--- src/rtl/keypad_emulator.sv ---
// keypad_emulator: keypad-side responder for a 4x4 active-low scanned switch matrix, fed from a key-code queue.
// Optional contact bounce at the start of each press: define KEYPAD_EMU_BOUNCE_EN.

// Generic synchronous FIFO with an occupancy count.
// Latency: a pushed word is poppable the cycle after the push edge.
// Backpressure: push_rdy drops while full; pops are honoured only when pop_vld.
module keypad_fifo #(
   parameter int WIDTH = 4,
   parameter int DEPTH = 4
) (
   input  logic                           CLOCK_50,
   input  logic                           Reset,
   input  logic                           push_vld,
   output logic                           push_rdy,
   input  logic [WIDTH-1:0]               push_dat,
   output logic                           pop_vld,
   input  logic                           pop_rdy,
   output logic [WIDTH-1:0]               pop_dat,
   output logic [$clog2(DEPTH+1)-1:0]     count
);
   localparam int CW = $clog2(DEPTH + 1);
   localparam int PW = $clog2(DEPTH);

   logic [WIDTH-1:0] mem [DEPTH];
   logic [PW-1:0]    wr_ptr;
   logic [PW-1:0]    rd_ptr;
   logic             push_fire;
   logic             pop_fire;

   assign push_rdy  = (count != CW'(DEPTH));
   assign pop_vld   = (count != '0);
   assign push_fire = push_vld && push_rdy;
   assign pop_fire  = pop_rdy && pop_vld;
   assign pop_dat   = mem[rd_ptr];

   // DEPTH is a power of two, so the pointers wrap on their own
   always_ff @(posedge CLOCK_50) begin
      if (!Reset) begin
         wr_ptr <= '0;
         rd_ptr <= '0;
         count  <= '0;
      end else begin
         if (push_fire) begin
            mem[wr_ptr] <= push_dat;
            wr_ptr      <= wr_ptr + 1'b1;
         end
         if (pop_fire) begin
            rd_ptr <= rd_ptr + 1'b1;
         end
         case ({push_fire, pop_fire})
            2'b10:   count <= count + 1'b1;
            2'b01:   count <= count - 1'b1;
            default: count <= count;
         endcase
      end
   end
endmodule

// Keypad emulator: pops key codes and holds each closed, then open, for fixed times.
// Latency: contact closes one cycle after a code is accepted into an empty queue; cols_n->rows_n is combinational.
// Backpressure: key_ready drops while the queue holds FIFO_DEPTH codes.
module keypad_emulator #(
   parameter int PRESS_CYCLES  = 200000,
   parameter int GAP_CYCLES    = 200000,
   parameter int FIFO_DEPTH    = 4,
   parameter int BOUNCE_CYCLES = 2000,
   parameter int BOUNCE_PERIOD = 250
) (
   input  logic                                CLOCK_50,
   input  logic                                Reset,
   input  logic [3:0]                          key_code,
   input  logic                                key_valid,
   output logic                                key_ready,
   input  logic [3:0]                          cols_n,
   output logic [3:0]                          rows_n,
   output logic                                pressed,
   output logic [3:0]                          cur_key,
   output logic [$clog2(FIFO_DEPTH+1)-1:0]     fifo_count,
   output logic                                busy
);
   localparam int MAX_CYC = (PRESS_CYCLES > GAP_CYCLES) ? PRESS_CYCLES : GAP_CYCLES;
   localparam int CNT_W   = (MAX_CYC > 1) ? $clog2(MAX_CYC) : 1;
   localparam logic [CNT_W-1:0] PRESS_LOAD = CNT_W'(PRESS_CYCLES - 1);
   localparam logic [CNT_W-1:0] GAP_LOAD   = CNT_W'(GAP_CYCLES - 1);

   if (PRESS_CYCLES < 1 || GAP_CYCLES < 1 || FIFO_DEPTH < 2 ||
       (FIFO_DEPTH & (FIFO_DEPTH - 1)) != 0 ||
       BOUNCE_PERIOD < 1 || BOUNCE_CYCLES >= PRESS_CYCLES) begin : g_bad_cfg
      $error("keypad_emulator: illegal parameter combination");
   end

   typedef enum logic [1:0] {IDLE, PRESS, GAP} state_t;

   typedef struct packed {
      logic [1:0] row;
      logic [1:0] col;
   } key_pos_t;

   state_t           state, state_nxt;
   logic [CNT_W-1:0] cnt, cnt_nxt;
   logic             contact, contact_nxt;
   logic [3:0]       cur_key_nxt;
   logic             start_press;
   logic             pop_vld;
   logic             pop_rdy;
   logic [3:0]       pop_dat;
   key_pos_t         key_pos;

`ifdef KEYPAD_EMU_BOUNCE_EN
   localparam int PCNT_W = (BOUNCE_PERIOD > 1) ? $clog2(BOUNCE_PERIOD) : 1;
   localparam logic [PCNT_W-1:0] PCNT_LOAD   = PCNT_W'(BOUNCE_PERIOD - 1);
   localparam logic [CNT_W:0]    BOUNCE_EDGE = (CNT_W + 1)'(PRESS_CYCLES - BOUNCE_CYCLES);

   logic [PCNT_W-1:0] pcnt, pcnt_nxt;
`endif

   keypad_fifo #(
      .WIDTH (4),
      .DEPTH (FIFO_DEPTH)
   ) u_fifo (
      .CLOCK_50 (CLOCK_50),
      .Reset    (Reset),
      .push_vld (key_valid),
      .push_rdy (key_ready),
      .push_dat (key_code),
      .pop_vld  (pop_vld),
      .pop_rdy  (pop_rdy),
      .pop_dat  (pop_dat),
      .count    (fifo_count)
   );

   assign pop_rdy = start_press;

   always_comb begin
      state_nxt   = state;
      cnt_nxt     = cnt;
      contact_nxt = contact;
      cur_key_nxt = cur_key;
      start_press = 1'b0;
`ifdef KEYPAD_EMU_BOUNCE_EN
      pcnt_nxt    = pcnt;
`endif
      unique case (state)
         IDLE: begin
            start_press = pop_vld;
         end
         PRESS: begin
            if (cnt == '0) begin
               contact_nxt = 1'b0;
               cnt_nxt     = GAP_LOAD;
               state_nxt   = GAP;
            end else begin
               cnt_nxt = cnt - 1'b1;
`ifdef KEYPAD_EMU_BOUNCE_EN
               // cnt above the edge means the next press cycle is still inside the bounce window
               if ({1'b0, cnt} > BOUNCE_EDGE) begin
                  if (pcnt == '0) begin
                     contact_nxt = ~contact;
                     pcnt_nxt    = PCNT_LOAD;
                  end else begin
                     pcnt_nxt = pcnt - 1'b1;
                  end
               end else begin
                  contact_nxt = 1'b1;
               end
`endif
            end
         end
         GAP: begin
            if (cnt != '0) begin
               cnt_nxt = cnt - 1'b1;
            end else if (pop_vld) begin
               start_press = 1'b1;
            end else begin
               state_nxt = IDLE;
            end
         end
         default: begin
            state_nxt = IDLE;
         end
      endcase

      if (start_press) begin
         state_nxt   = PRESS;
         cnt_nxt     = PRESS_LOAD;
         contact_nxt = 1'b1;
         cur_key_nxt = pop_dat;
`ifdef KEYPAD_EMU_BOUNCE_EN
         pcnt_nxt    = PCNT_LOAD;
`endif
      end
   end

   always_ff @(posedge CLOCK_50) begin
      if (!Reset) begin
         state   <= IDLE;
         cnt     <= '0;
         contact <= 1'b0;
         cur_key <= 4'h0;
`ifdef KEYPAD_EMU_BOUNCE_EN
         pcnt    <= '0;
`endif
      end else begin
         state   <= state_nxt;
         cnt     <= cnt_nxt;
         contact <= contact_nxt;
         cur_key <= cur_key_nxt;
`ifdef KEYPAD_EMU_BOUNCE_EN
         pcnt    <= pcnt_nxt;
`endif
      end
   end

   // Switch position of each code: rows 1-2-3-A / 4-5-6-B / 7-8-9-C / E-0-F-D
   always_comb begin
      key_pos = '{row: 2'd0, col: 2'd0};
      case (cur_key)
         4'h1: key_pos = '{row: 2'd0, col: 2'd0};
         4'h2: key_pos = '{row: 2'd0, col: 2'd1};
         4'h3: key_pos = '{row: 2'd0, col: 2'd2};
         4'hA: key_pos = '{row: 2'd0, col: 2'd3};
         4'h4: key_pos = '{row: 2'd1, col: 2'd0};
         4'h5: key_pos = '{row: 2'd1, col: 2'd1};
         4'h6: key_pos = '{row: 2'd1, col: 2'd2};
         4'hB: key_pos = '{row: 2'd1, col: 2'd3};
         4'h7: key_pos = '{row: 2'd2, col: 2'd0};
         4'h8: key_pos = '{row: 2'd2, col: 2'd1};
         4'h9: key_pos = '{row: 2'd2, col: 2'd2};
         4'hC: key_pos = '{row: 2'd2, col: 2'd3};
         4'hE: key_pos = '{row: 2'd3, col: 2'd0};
         4'h0: key_pos = '{row: 2'd3, col: 2'd1};
         4'hF: key_pos = '{row: 2'd3, col: 2'd2};
         4'hD: key_pos = '{row: 2'd3, col: 2'd3};
         default: key_pos = '{row: 2'd0, col: 2'd0};
      endcase
   end

   // Bit 3 is index 0 on both buses, hence the inverted indices; reset forces the matrix open at once
   always_comb begin
      rows_n = 4'hF;
      if (Reset && contact && !cols_n[~key_pos.col]) begin
         rows_n[~key_pos.row] = 1'b0;
      end
   end

   assign pressed = (state == PRESS);
   assign busy    = (state != IDLE) || (fifo_count != '0);
endmodule

--- config.mk ---
export PLATFORM = sky130hd
export DESIGN_NAME = keypad_emulator
export DESIGN_NICKNAME = d
export VERILOG_FILES = /design/src/rtl/keypad_emulator.sv
export SDC_FILE = /design/constraint.sdc
export NUM_CORES = 1
export LEC_CHECK = 0
export ABC_AREA = 1
export CAP_MARGIN = 30
export CORE_MARGIN = 2
export CORE_UTILIZATION = 57
export CTS_CLUSTER_SIZE = 16
export DETAILED_ROUTE_END_ITERATION = 16
export GPL_ROUTABILITY_DRIVEN = 0
export PLACE_DENSITY = 0.81
export SYNTH_ARGS = -nofsm -noshare
export SYNTH_HDL_FRONTEND = slang
export SYNTH_SLANG_ARGS = --single-unit
--- constraint.sdc ---
create_clock -name CLOCK_50 -period 3.3 [get_ports CLOCK_50]
set_clock_uncertainty 0.1 [all_clocks]
set_input_delay 0.33 -clock CLOCK_50 [delete_from_list [all_inputs] [get_ports CLOCK_50]]
set_output_delay 0.33 -clock CLOCK_50 [all_outputs]
set_load 0.1 [all_outputs]
==> out/qor.csv, run 1 <==
metric,value,unit
Max Fclk,375,MHz
Slew HR,0.352,
clock share of power,0.130,
syn_nets,374,
drt wl/cell,11.8,um
Critical Path RT,3.39,ns
Finished Layout Cells,434,
crit end category,register,
Net Sw Power,0.00172,W
Die H,72.4,um
maximum root-to-sink buffer count,2,
initial antenna violation count,0,
cts hold-fix bufs,0,
Post-CTS Setup Bufs,0,
"Power, Total",0.00328,W
PnR worst setup slack,0.633,ns
Max-Cap Viols,0,
layout cells sized above 1,0.110,
Sw Ratio,0.526,
core area,4440,sq um
drt initial violations,185,
Site Rows,24,
critical path type,reg2reg,
setup TNS,0,ns
pre-CTS WS,0.668,ns
register area share after synthesis,0.420,
total die area,5240,sq um
clk root buf,clkbuf_8,
Final Cycle Share,0.808,
Layout area overhead,14.3,%
Syn Inst Count,355,
worst vdd ir,1160,uV
first-pass GRT wire length,8910,um
RSZ-0062 raised after global routing,no,
# setup viols final,0,
Synth Cell Area,2670,sq um
pwr/cell area,1070,nW/um^2
status,"complete, no violations",
drc violations,0,
clk slew on worst S/H paths,0.09,ns
Worst-Margin Slew,0.969,ns
final net count,400,
area of the multi-input gates,1300,sq um
Die X,72.4,um
Port Buffers,24,
HP Class,reg2reg,
Tmin final,2.67,ns
post-synthesis register bit count,48,
Post-DRT Antenna Nets,0,
Vias,2290,
CTS tree,built,
"most common cell after layout, fill and taps aside",nand2_1,
WP data arrival,2.76,ns
vias in the first global route,2119,
Slew Limit Fails,0,
CP max FO,11,
Final HPWL DP,3780,um
leakage,1.30,nW
Post-Place Cells,426,
sequential share of power,0.274,
Starting Density,0.600,
gr ovfl total,0,
Fillers,370,
GRT Resource Usage Total,0.216,
Combinational Power Share,0.596,
post-synthesis area per instance,7.51,sq um
TritonCTS sink count,48,
post-CTS resize count,0,
CTS buffer count,5,
Seq. cell area,1120,sq um
Routed WL,5120,um
"Hold Vio Cnt, Final",0,
# H-tree levels,2,
synth unique cells,32,
Ports,25,
vias per inst,5.28,
pin count of the biggest net entering global routing,18,
yosys warns,0,
crit path launch type,register,
diodes inserted,0,
clock latency at the later pin of the worst-skew pair,0.30,ns
Int Pwr,0.00155,W
first drt pass iteration count,4,
"commonest cells after routing, fill and taps aside","66 x nand2_1, 53 x inv_1, 52 x nor2_1",
==> stage by stage <==
stage / utilization / area, sq um / hold slack [ns]
final: 0.686 / 3050 / 0.399
after global routing: 0.686 / 3050 / 0.420
after CTS: 0.686 / 3050 / 0.399
after detailed placement: 0.660 / 2930 / 0.386
after global placement: 0.660 / 2930 / 0.369
after floorplan: - / 2670 / 0.329
==> final cells by class <==
type,instances,area share
Tap cell,52,0.0213
Sequential cell,48,0.368
Inverter,55,0.0710
Clock inverter,3,0.0156
Multi-Input combinational cell,246,0.426
Timing Repair Buffer,25,0.0763
Clock buffer,5,0.0226
==> state kept, by name, summed over array words and instances, names as in the netlist <==
signal / count
cnt: 18
contact: 1
state: 2
u_fifo.wr_ptr: 2
u_fifo.mem: 16
cur_key: 4
u_fifo.rd_ptr: 2
u_fifo.count: 3
==> path summary, 6_finish.rpt <==
path	from	to	slack (ns)	depth (start not counted)
setup / recovery	cnt[0]$_SDFFE_PN0P_	u_fifo.count[2]$_SDFFE_PN0P_	0.63	15
hold / removal	contact$_SDFFE_PN0P_	contact$_SDFFE_PN0P_	0.40	2
setup reg to reg	cnt[0]$_SDFFE_PN0P_	u_fifo.count[2]$_SDFFE_PN0P_	0.63	15
hold reg to reg	contact$_SDFFE_PN0P_	contact$_SDFFE_PN0P_	0.40	2
==> critical path: stages, from the launching register on <==
cell and delay (ns):
dfxtp_1 0.34, inv_1 0.16, ha_1 0.19, nand3_1 0.09, nor2_2 0.18, nand2_4 0.09
nand2_2 0.07, nand2_2 0.16, clkinv_4 0.12, ha_1 0.14, inv_1 0.06, fa_1 0.38
a21oi_1 0.14, o21ai_0 0.11, o21ai_0 0.17, a21oi_1 0.05
==> routing by layer <==
| layer | global-route usage | part of all wire |
|---|---|---|
| met1 | 0.284 | 0.49 |
| met2 | 0.353 | 0.45 |
| met3 | 0.0486 | 0.043 |
| met4 | 0.0720 | 0.019 |
| met5 | 0 | 0 |
==> kinds of logic (layout without fill, tap and decap cells) <==
| kind of cell | Yosys count | in the layout | synth area share |
|---|---|---|---|
| AND/OR/NAND/NOR | 177 | 177 | 0.300 |
| AO/OA/AOI/OAI | 56 | 56 | 0.128 |
| XOR/XNOR | 5 | 5 | 0.0164 |
| buffers and inverters | 61 | 88 | 0.0952 |
| adder cells (fa/ha/maj) | 8 | 8 | 0.0403 |
| flip-flops | 48 | 48 | 0.420 |
==> cells in the mapped netlist <==
library cell / count / area [sq um]
dfxtp_1: 32 / 641
a32o_1: 4 / 40.0
or2_2: 1 / 6.26
o21ai_0: 21 / 105
fa_1: 1 / 20.0
nor2_2: 5 / 31.3
nand2_4: 3 / 33.8
nand3_1: 30 / 150
nor3_2: 1 / 10.0
nand4_1: 6 / 37.5
o21ai_2: 1 / 8.76
xor2_1: 4 / 35.0
nand3b_1: 1 / 7.51
o211ai_1: 1 / 7.51
clkbuf_1: 4 / 15.0
nand2_1: 66 / 248
buf_6: 2 / 22.5
o22ai_2: 4 / 50.1
ha_1: 7 / 87.6
o22ai_1: 1 / 6.26
nor2_1: 52 / 195
edfxtp_1: 16 / 480
xnor2_1: 1 / 8.76
clkinv_4: 2 / 17.5
nor3_1: 3 / 15.0
a21oi_2: 1 / 8.76
nand3_2: 1 / 10.0
and3_1: 1 / 6.26
nor2_4: 1 / 11.3
a21oi_1: 23 / 115
inv_1: 53 / 199
nand2_2: 6 / 37.5
==> power by group through the flow <==
stage / combinational, W / clock, W / sequential [W]
after floorplan: 0.00135 / 0 / 0.00114
after global placement: 0.00191 / 0 / 0.000902
after detailed placement: 0.00193 / 0 / 0.000906
after CTS: 0.00195 / 0.000437 / 0.000894
after global routing: 0.00216 / 0.000451 / 0.000924
final: 0.00195 / 0.000426 / 0.000897
Note: power is estimated with default switching activity, not from simulation.
==> run 2, diff against run 1 <==
- CORE_UTILIZATION: 57 -> 52
- PLACE_DENSITY: 0.81 -> 0.78
- clock period: 3.3 -> 2.2 ns (I/O delays scaled with it)
==> run 2 against run 1 <==
  * Design area rose by 12%
  * Critical path type unchanged
  * Sequential power grew 55%
  * Sequential cell count is the same
  * Global-route usage increased by 0.68 points
  * Routed wire length rose by 17%
  * Non-clock buffer count up 21
  * Total power is 66% higher
  * Register-to-register slack worse by 0.53 ns
  * Highest routed layer unchanged
  * Worst setup slack worse by 0.53 ns
==> out/qor.csv, run 2 (synthesis gave the netlist of run 1 again) <==
metric,value,unit
pwr/cell area,1590,nW/um^2
pin count of the biggest net entering global routing,21,
Vias,2423,
leakage,1.46,nW
sequential share of power,0.255,
area of the multi-input gates,1430,sq um
Max Fclk,476,MHz
Critical Path RT,2.30,ns
Worst-Margin Slew,0.409,ns
Post-DRT Antenna Nets,0,
hold path endpoint,contact$_SDFFE_PN0P_,
Reg with most FFs,cnt,
Slew HR,0.726,
clk slew on worst S/H paths,0.09,ns
pre-CTS WS,-0.0369,ns
Site Rows,26,
critical path type,reg2reg,
first drt pass iteration count,4,
Final Cycle Share,0.955,
GRT Resource Usage Total,0.222,
Starting Density,0.529,
hold_sp,contact$_SDFFE_PN0P_,
status,"complete, no violations",
initial antenna violation count,0,
gr ovfl total,0,
WP data arrival,2.20,ns
final net count,421,
Finished Layout Cells,473,
Ports,25,
"Power, Total",0.00544,W
Seq. cell area,1150,sq um
Sw Ratio,0.521,
Int Pwr,0.00260,W
drc violations,0,
# H-tree levels,2,
r2r startpoint,cnt[1]$_SDFFE_PN0P_,
hold depth,2,
crit path launch type,register,
RSZ-0062 raised after global routing,yes,
crit end category,register,
Die H,75.6,um
diodes inserted,0,
Largest register FFs,18,
r2r setup slk,0.1,ns
Max-Cap Viols,0,
first-pass GRT wire length,9640,um
Fillers,399,
clock share of power,0.104,
Combinational Power Share,0.641,
largest registers,"cnt x18, u_fifo.mem x16, cur_key x4",
TritonCTS sink count,48,
clk root buf,clkbuf_8,
Post-Place Cells,463,
core area,5040,sq um
vias per inst,5.12,
Die X,75.6,um
drt wl/cell,12.6,um
PnR worst setup slack,0.0992,ns
worst vdd ir,1330,uV
clock latency at the later pin of the worst-skew pair,0.30,ns
Reg2Reg Depth,15,
Port Buffers,24,
Hold WS,0.395,ns
HP Class,reg2reg,
Final HPWL DP,4240,um
# setup viols final,0,
maximum root-to-sink buffer count,2,
vias in the first global route,2188,
Routed WL,5970,um
"most common cell after layout, fill and taps aside",nand2_1,
layout cells sized above 1,0.270,
"Hold Vio Cnt, Final",0,
Tmin final,2.10,ns
cts hold-fix bufs,0,
CTS tree,built,
worst r2r dst,u_fifo.count[2]$_SDFFE_PN0P_,
Slew Limit Fails,0,
drt initial violations,156,
total die area,5720,sq um
CP max FO,2,
CTS buffer count,5,
"commonest cells after routing, fill and taps aside","60 x nand2_1, 48 x nor2_1, 46 x inv_1",
Layout area overhead,27.9,%
Net Sw Power,0.00283,W
==> run 2: cell types whose count changed in the layout (fill, tap and decap cells not counted), moves of 4 or more <==
cell,before,now
dfxtp_4,0,8
inv_1,53,46
buf_12,0,4
nand2_1,66,60
nor2_1,52,48
clkdlybuf4s50_1,18,10
buf_4,7,32
inv_2,0,5
nand2_2,6,10
dfxtp_1,32,21
==> run 2: power groups by stage <==
stage | sequential (W) | clock, W | combinational (W)
floorplan | 0.00177 | 0 | 0.00208
global placement | 0.00138 | 0 | 0.00320
detailed placement | 0.00139 | 0 | 0.00326
CTS | 0.00137 | 0.000575 | 0.00329
global route | 0.00142 | 0.000605 | 0.00380
finish | 0.00139 | 0.000564 | 0.00348
==> run 2: repair_timing <==
action | 4_1_cts | 5_1_grt
pin swaps | 1 | 14
endpoints found under the setup margin | 1 | 3
setup buffers | 0 | 2
resized for setup | 4 | 25
==> run 2: how the worst max path moves through the flow <==
stage                                         to  depth (start not counted)  slack [ns]                    start
floorplan                              rows_n[0]                          7       -0.19  cur_key[1]$_SDFFE_PN0P_
global placement    u_fifo.count[2]$_SDFFE_PN0P_                         15        0.02      cnt[1]$_SDFFE_PN0P_
detailed placement  u_fifo.count[2]$_SDFFE_PN0P_                         15       -0.04      cnt[0]$_SDFFE_PN0P_
CTS                 u_fifo.count[2]$_SDFFE_PN0P_                         15        0.02      cnt[1]$_SDFFE_PN0P_
global route        u_fifo.count[2]$_SDFFE_PN0P_                         14       -0.05      cnt[5]$_SDFFE_PN0P_
finish              u_fifo.count[2]$_SDFFE_PN0P_                         15         0.1      cnt[1]$_SDFFE_PN0P_
==> run 2: area by class of cell <==
| cell class | count | area share |
|---|---|---|
| Inverter | 55 | 0.0649 |
| Tap cell | 70 | 0.0257 |
| Timing Repair Buffer | 46 | 0.123 |
| Multi-Input combinational cell | 246 | 0.419 |
| Clock buffer | 6 | 0.0242 |
| Clock inverter | 2 | 0.00440 |
| Sequential cell | 48 | 0.338 |
==> run 2: through the flow <==
| stage | util | cell area (sq um) | setup TNS, ns |
|---|---|---|---|
| detailed placement | 0.633 | 3190 | -0.0369 |
| finish | 0.677 | 3410 | 0 |
| global route | 0.677 | 3410 | -0.0497 |
| floorplan | - | 2740 | -0.896 |
| CTS | 0.654 | 3300 | 0 |
| global placement | 0.633 | 3190 | 0 |
==> run 2: layer usage <==
layer | GRT usage | share of wire
met1 | 0.293 | 0.45
met2 | 0.372 | 0.49
met3 | 0.0410 | 0.059
met4 | 0.0702 | 0.0050
met5 | 0 | 0
==> run 2: worst max-delay path, stage by stage, from the launching register on <==
cell      delay, ns
dfxtp_2        0.33
inv_2          0.08
ha_4           0.15
nand3_4        0.08
nor2_4         0.12
nand2_4        0.07
nand2_4        0.06
nand2_4        0.05
clkinv_4       0.05
ha_4           0.11
inv_2          0.04
fa_2           0.37
a21oi_2        0.14
o21ai_2        0.07
o21ai_1        0.13
a21oi_1        0.04
